**config.mk**
```make
export PLATFORM = sky130hd
export DESIGN_NAME = corelet_seq
export DESIGN_NICKNAME = d
export VERILOG_FILES = /design/src/rtl/corelet_seq.sv
export SDC_FILE = /design/constraint.sdc
export NUM_CORES = 1
export LEC_CHECK = 0
export ABC_AREA = 0
export BUFFER_PORTS_ARGS = -buffer_cell sky130_fd_sc_hd__buf_2
export CELL_PAD_IN_SITES_DETAIL_PLACEMENT = 0
export CELL_PAD_IN_SITES_GLOBAL_PLACEMENT = 1
export CORE_MARGIN = 2
export CORE_UTILIZATION = 45
export CTS_BUF_LIST = sky130_fd_sc_hd__clkbuf_4
export CTS_CLUSTER_DIAMETER = 150
export CTS_CLUSTER_SIZE = 12
export DETAILED_ROUTE_END_ITERATION = 8
export PLACE_DENSITY_LB_ADDON = 0.1
export REMOVE_ABC_BUFFERS = 1
export SLEW_MARGIN = 40
export SYNTH_ARGS = -nofsm -noshare
export SYNTH_HDL_FRONTEND = slang
export SYNTH_SLANG_ARGS = --single-unit
```
**constraint.sdc**
```tcl
create_clock -name clk -period 8 [get_ports clk]
set_clock_uncertainty 0.15 [all_clocks]
set_input_delay 0.8 -clock clk [delete_from_list [all_inputs] [get_ports clk]]
set_output_delay 0.8 -clock clk [all_outputs]
set_load 0.01 [all_outputs]
```
**src/rtl/corelet_seq.sv**
```systemverilog
// Job sequencer for one corelet: walks kernel load, activation load, execute and
// drain phases, issuing one handshaked operation per cycle into the instruction word.
module corelet_seq #(
  parameter int row     = 8,
  parameter int col     = 8,
  parameter int bw      = 4,
  parameter int psum_bw = 16,
  parameter int CNT_BW  = 11
) (
  input  logic              clk,
  input  logic              reset,
  input  logic              start,
  input  logic              abort,
  input  logic              mode,
  input  logic [CNT_BW-1:0] num_vec,
  input  logic [CNT_BW-1:0] num_kij,
  input  logic              l0_full,
  input  logic              l0_ready,
  input  logic              ififo_full,
  input  logic              ififo_empty,
  input  logic              ofifo_valid,
  output logic [34:0]       inst,
  output logic              busy,
  output logic              done,
  output logic [CNT_BW-1:0] kij_idx
);

  typedef enum logic [3:0] {
    IDLE, KLOAD, KPUSH, KWAIT, ALOAD, EXEC, DRAIN, NEXT, FIN
  } state_t;

  localparam logic [CNT_BW-1:0] COL_LAST  = CNT_BW'(col - 1);
  localparam logic [CNT_BW-1:0] WAIT_LAST = CNT_BW'(row + col - 1);

  // bw/psum_bw size the MAC datapath; an empty block marks a psum narrower than a product.
  if (psum_bw < 2 * bw) begin : g_psum_narrow
  end

  state_t            state_q, state_d;
  logic [CNT_BW-1:0] cnt_q, cnt_d;
  logic [CNT_BW-1:0] nvec_q, nvec_d;
  logic [CNT_BW-1:0] nkij_q, nkij_d;
  logic [CNT_BW-1:0] kij_q, kij_d;
  logic              mode_q, mode_d;

  logic [6:0]        op;
  logic              acc;
  logic              issue;
  logic              aborting;
  logic [CNT_BW-1:0] vec_last;
  logic [CNT_BW-1:0] drain_last;
  logic [CNT_BW-1:0] kij_inc;

  always_ff @(posedge clk or negedge reset) begin
    if (!reset) begin
      state_q <= IDLE;
      cnt_q   <= '0;
      nvec_q  <= '0;
      nkij_q  <= '0;
      kij_q   <= '0;
      mode_q  <= 1'b0;
    end else begin
      state_q <= state_d;
      cnt_q   <= cnt_d;
      nvec_q  <= nvec_d;
      nkij_q  <= nkij_d;
      kij_q   <= kij_d;
      mode_q  <= mode_d;
    end
  end

  assign aborting   = abort && (state_q != IDLE);
  assign vec_last   = nvec_q - 1'b1;
  assign drain_last = mode_q ? COL_LAST : vec_last;
  assign kij_inc    = kij_q + 1'b1;

  always_comb begin
    state_d = state_q;
    nvec_d  = nvec_q;
    nkij_d  = nkij_q;
    kij_d   = kij_q;
    mode_d  = mode_q;
    op      = '0;
    acc     = 1'b0;
    issue   = 1'b0;

    unique case (state_q)
      IDLE: begin
        if (start) begin
          mode_d = mode;
          nvec_d = num_vec;
          nkij_d = num_kij;
          kij_d  = '0;
          if (num_vec == '0 || (!mode && num_kij == '0)) state_d = FIN;
          else state_d = mode ? ALOAD : KLOAD;
        end
      end
      KLOAD: begin
        issue = !l0_full;
        op[2] = issue;
        if (issue && cnt_q == COL_LAST) state_d = KPUSH;
      end
      KPUSH: begin
        issue = l0_ready;
        op[3] = issue;
        op[0] = issue;
        if (issue && cnt_q == COL_LAST) state_d = KWAIT;
      end
      KWAIT: begin
        issue = 1'b1;
        if (cnt_q == WAIT_LAST) state_d = ALOAD;
      end
      ALOAD: begin
        // OS writes land in L0 and ififo together, so both must have room
        issue = !l0_full && (!mode_q || !ififo_full);
        op[2] = issue;
        op[4] = issue && mode_q;
        if (issue && cnt_q == vec_last) state_d = EXEC;
      end
      EXEC: begin
        issue = l0_ready && (!mode_q || !ififo_empty);
        op[3] = issue;
        op[1] = issue;
        op[5] = issue && mode_q;
        if (issue && cnt_q == vec_last) state_d = DRAIN;
      end
      DRAIN: begin
        issue = ofifo_valid;
        op[6] = issue;
        acc   = issue && !mode_q;
        if (issue && cnt_q == drain_last) state_d = NEXT;
      end
      NEXT: begin
        kij_d = kij_inc;
        if (!mode_q && kij_inc < nkij_q) state_d = KLOAD;
        else state_d = FIN;
      end
      FIN:     state_d = IDLE;
      default: state_d = IDLE;
    endcase

    if (aborting) begin
      state_d = IDLE;
      kij_d   = '0;
      op      = '0;
      acc     = 1'b0;
      issue   = 1'b0;
    end

    if (state_d != state_q) cnt_d = '0;
    else if (issue)         cnt_d = cnt_q + 1'b1;
    else                    cnt_d = cnt_q;
  end

  assign busy    = (state_q != IDLE);
  assign done    = (state_q == FIN) && !aborting;
  assign kij_idx = kij_q;
  assign inst    = {busy & mode_q, acc, 26'b0, op};

endmodule

```
# == Word level (Yosys, flattened, before mapping) ==
# Index checks and enable logic that the tools add are counted.
# op_classes
addsub,3
magnitude_cmp,1
eq_ne,14
n_mux,30
bitwise_logic,1
reduce_logical,31
# ops
op,n
$mux W11,5
$mux W4,10
$pmux W4 S8,1
$add A11 B1 Y11 const B,2
$eq A11 B11 Y1,2
$logic_not A11 Y1,2
$pmux W11 S2,1
$eq A4 B3 Y1 const B,4
$logic_and A1 B1 Y1,14
$eq A11 B3 Y1 const B,1
$eq A11 B4 Y1 const B,1
$lt A11 B11 Y1,1
$sub A11 B1 Y11 const B,1
$eq A4 B2 Y1 const B,2
$mux W1,8
$mux W7,1
$logic_not A1 Y1,6
$pmux W1 S6,1
$eq A4 B1 Y1 const B,1
$eq A4 B4 Y1 const B,1
$logic_not A4 Y1,1
$ne A4 B4 Y1,1
$pmux W1 S2,2
$reduce_and A2 Y1,2
7 further kinds,9
# totals
reg_bits,49
inputBits,32
output_inout_bits,48

# == Depth between registers and ports, before layout ==
# depth
word_depth,9
depth_mapped,15
mapped_depth_nobuf,14

# == Worst setup path after synthesis ==
# No wires, ideal clock.
# synth_path
kind,reg2reg
startpoint,register kij_q[0] (netlist: kij_idx[0])
endpoint,register cnt_q[6]
t_arrival_ps,3582
required_ps,7777
setup_slack_ps,4195
stages_incl_launch_ff,16
synth_period_minus_slack_ps,3805
path_cell_list,dfrtp_1 -> ha_1 -> and3_1 -> nand3_1 -> nor2_1 -> xor2_1 -> ha_1 -> a211oi_1 -> nor2_1 -> or4_1 -> o21ai_0 -> and4_1 -> a211o_1 -> or4b_4 -> buf_12 -> a21boi_2
# synth_between
elab_chain_len,8
elab_cells_between_ends,9
cone_classes,add/sub (1); order compare (1); eq/ne (1); mux (4); reduce/logical (2)
# synth_rtl
item,line,rtl
from (decl),43,"logic [CNT_BW-1:0] kij_q, kij_d;"
from (signal assigned),67,kij_q <= kij_d;
$add A11 B1 Y11 (*),75,assign kij_inc = kij_q + 1'b1;
$lt A11 B11 Y1 (*),135,if (!mode_q && kij_inc < nkij_q) state_d = KLOAD;
$logic_and A1 B1 Y1 (*),135,
$mux W4 (*),135,
$pmux W4 S8 (*),87,unique case (state_q)
$mux W4 (*),142,if (aborting) begin
$ne A4 B4 Y1 (*),150,if (state_d != state_q) cnt_d = '0;
$mux W11 or $reduce_bool A2 Y1 (tied branches),-,
to (signal assigned),64,cnt_q <= cnt_d;
to (decl),40,"logic [CNT_BW-1:0] cnt_q, cnt_d;"
# Every way passes the cells marked *; elsewhere a longest branch is shown, timed or not.
# A chain may end at the register's enable or synchronous reset.

# == Worst setup path after layout ==
# layout_path
startpoint,register kij_q[0] (netlist: kij_idx[0])
endpoint,register cnt_q[4]
# Same word-level chain as after synthesis.

==> impl_results.md <==
* Crit end category: flip-flop
* CTS Root Cell: clkbuf_4
* Arr. time, crit path at approximately 4.3 ns
* Die area at approximately 9000 µm²
* Area of the multi-input gates at around 2200 µm²
* Die Wd at between 90 and 100 µm
* Ant. Diodes at 0
* Outcome: completed
* Max FO, Critical Path at 11
* Synthesis warning total at 0
* Hpwl dp at 6950 µm
* P per Cell Area at approximately 280 nW/µm²
* Setup TNS at 0 ns
* Post-route minimum period at approximately 4.2 ns
* Post-synthesis instance total at 450
* Grt ovf at 0
* Routed WL at ~9000 µm
* Syn avg cell area at ~8.4 µm²
* Max cap viols at 0
* Unrepaired setup endpoints after global routing: false
* Critical path's top delay family: simple AND/OR/NAND/NOR gates
* Post-synth ARST share at 1.00
* Vias in the first global route at approximately 3200
* Clock sink count at 49
* First-pass GRT wire length at ~15000 µm
* Crit path max-delay cell type: or4b_4
* Number of synthesized flops with an enable pin at 0
* Synth cell types at 67
* Period utilisation layout at 0.521
* Post-route ant nets at 0
* Critical Path RT at 8.15 ns
* Htree depth at 2
* Hold Fails Final Rpt at 0
* Yosys top cell area share at 0.325
* Nets at 532
* Post-Synth XOR/XNOR Area at 0.0756
* Area contributors post-synth: dfrtp_1, nand2_1, buf_4
* Number of DRC markers in iteration 0 at about 130
* Clk pin slew, worst setup/hold paths at roughly 0.15 ns
* Cts hold-fix bufs at 0
* Residual DRC at 0
* CTS tree: yes
* Share of layout cells above drive strength 1 at 0.182
* Antenna violations before repair at 0
* Area grow syn2layout at 7.56%
* Simple logic cell fraction of the synthesized area at 0.268
* Crit-path max cell delay at roughly 0.6 ns
* Max Fclk at approximately 240 MHz
* Clock Path Buffers at 2
* Largest net degree at the start of global routing at 50
* Setup Viol. Count Final at 0
* Die height at around 96 µm
* Clock power share at 0.160
* Seq/Total Area, Yosys at 0.325
* P_sw at ~0.5 mW
* Top-Level Pins at 80
* Register Area at roughly 1200 µm²
* Sequential share of power at 0.352
* Largest area contributor in the netlist: dfrtp_1
* Max IR drop VDD at ~0.18 mV
* Core area at about 8000 µm²
* Number of fill cells in the layout at between 800 and 900
* Comb pwr share at 0.488
* CP Launch Type: flip-flop
* Cell Chain, Critical Path: ha_1 -> and3_1 -> nand3_1 -> nor2_1 -> xor2_1 -> ha_1 -> a211oi_1 -> nor2_1 -> or4_1 -> o21ai_0 -> and4_1 -> a211o_1 -> or4b_4 -> a21boi_1
* P_leak at 1.89 nW
* Worst hold slack at about 0.35 ns
* Setup Buffers After CTS at 0
* Buf/Inv on CP at 0
* Vias/cell at ~5.5
* Internal power at approximately 0.63 mW
* Non-Filler Instances at 593
* Ys flop type: dfrtp_1
* #FFs+latches synth at between 40 and 50
* Clk_lat worst skew at 0.37 ns
* Sw frac at 0.446
* Worst Tran Pin Value at 0.735 ns
* Critical path type: flip-flop to flip-flop
* Slew headroom at 0.507
* Mux contribution to synthesized area at 0.0106
* Placer Congestion at about 0.87
* PortBufs at 53
* Min-Delay Path Class: flip-flop to flip-flop
* Most frequent cell after synthesis: nand2_1
* Pre-antenna DRT Iters at 4
* Inst Count DP at roughly 590
* Adder-cell share of the synthesized area at 0.0431
* Initial Utilization at 0.462
* FP Rows at 33
* Commonest cells in the synthesized netlist: nand2_1, dfrtp_1, nor2_1, buf_4, o21ai_0
* Compound-Gate Fraction of Synth Area at 0.164
* Largest family of logic cells by synthesized area: simple AND/OR/NAND/NOR gates
* WL/cell at 15.3 µm
* Total power at 1.14 mW
* Synthesized cell area at about 3800 µm²
* Total track usage at 0.213
* Final Max Tran Viols at 0
* Resized cells post-CTS at 0
* TritonCTS buffer count at 5
* Via count at 3257
## final cells by class
class / count / share of cell area
Multi-Input combinational cell: 354 / 0.548
Timing Repair Buffer: 58 / 0.0734
Clock inverter: 3 / 0.0170
Tap cell: 105 / 0.0324
Clock buffer: 5 / 0.00925
Sequential cell: 49 / 0.302
Inverter: 19 / 0.0176
## final timing paths
check	start	endpoint	slack (ns)	cells after the start
worst max-delay path	kij_idx[0]$_DFFE_PN0P_	cnt_q[4]$_DFFE_PN0P_	3.83	14
worst min-delay path	nkij_q[0]$_DFFE_PN0P_	nkij_q[0]$_DFFE_PN0P_	0.35	2
worst max register to register	kij_idx[0]$_DFFE_PN0P_	cnt_q[4]$_DFFE_PN0P_	3.83	14
worst min register to register	nkij_q[0]$_DFFE_PN0P_	nkij_q[0]$_DFFE_PN0P_	0.35	2
max in group asynchronous	reset	state_q[2]$_DFF_PN0_	6.89	2
min in group asynchronous	reset	kij_idx[10]$_DFFE_PN0P_	0.36	2
## placed cells by master (no fill, tap or decap), types with 10 or more instances in the layout
cell,instances
and3_1,10
buf_2,55
conb_1,26
dfrtp_1,49
ha_1,13
inv_1,19
nand2_1,65
nand3_1,18
nor2_1,32
nor4_1,11
o21ai_0,27
xnor2_1,19
xor2_1,11
## worst register-to-register path: stages, from the launching register on
cell	delay, ns
dfrtp_1	0.47
ha_1	0.25
and3_1	0.21
nand3_1	0.19
nor2_1	0.18
xor2_1	0.22
ha_1	0.28
a211oi_1	0.21
nor2_1	0.07
or4_1	0.45
o21ai_0	0.27
and4_1	0.23
a211o_1	0.15
or4b_4	0.60
a21boi_1	0.18
## power groups by stage
| stage | sequential, mW | combinational (mW) | clock [mW] |
|---|---|---|---|
| after CTS | 0.401 | 0.562 | 0.188 |
| after floorplan | 0.380 | 0.422 | 0 |
| final | 0.402 | 0.558 | 0.183 |
| after global routing | 0.416 | 0.635 | 0.198 |
| after global placement | 0.405 | 0.548 | 0 |
| after detailed placement | 0.406 | 0.558 | 0 |
## metrics by stage
stage	worst slack, ns	area, µm²	util
4_1_cts	3.82	4050	0.496
5_1_grt	3.50	4060	0.496
3_5_place_dp	3.86	3950	0.483
3_3_place_gp	3.86	3930	0.481
6_report	3.83	4060	0.496
2_1_floorplan	4.21	3510	-
## flip-flops by register name, summed over array words and instances (netlist names)
register	count
cnt_q	11
mode_q	1
state_q	4
nvec_q	11
nkij_q	11
kij_idx	11
## cells by family (layout without fill, tap and decap cells)
group | after synthesis | count (layout)
and+or+nand+nor | 194 | 194
other | 1 | 26
muxes | 4 | 4
adders and majority gates | 13 | 13
DFF | 49 | 49
AOI/OAI and AO/OA | 86 | 86
xor gates and xnor gates | 31 | 31
buffers and inverters | 72 | 85
## routing by layer
| layer | global-route usage | routed length, µm | vias to the layer above |
|---|---|---|---|
| met2 | 0.362 | 4350 | 83 |
| li1 | - | - | 1605 |
| met5 | 0 | 0 | - |
| met4 | 0.0452 | 112 | 0 |
| met1 | 0.291 | 4270 | 1561 |
| met3 | 0.0269 | 345 | 8 |
(Power assumes the default switching activity.)
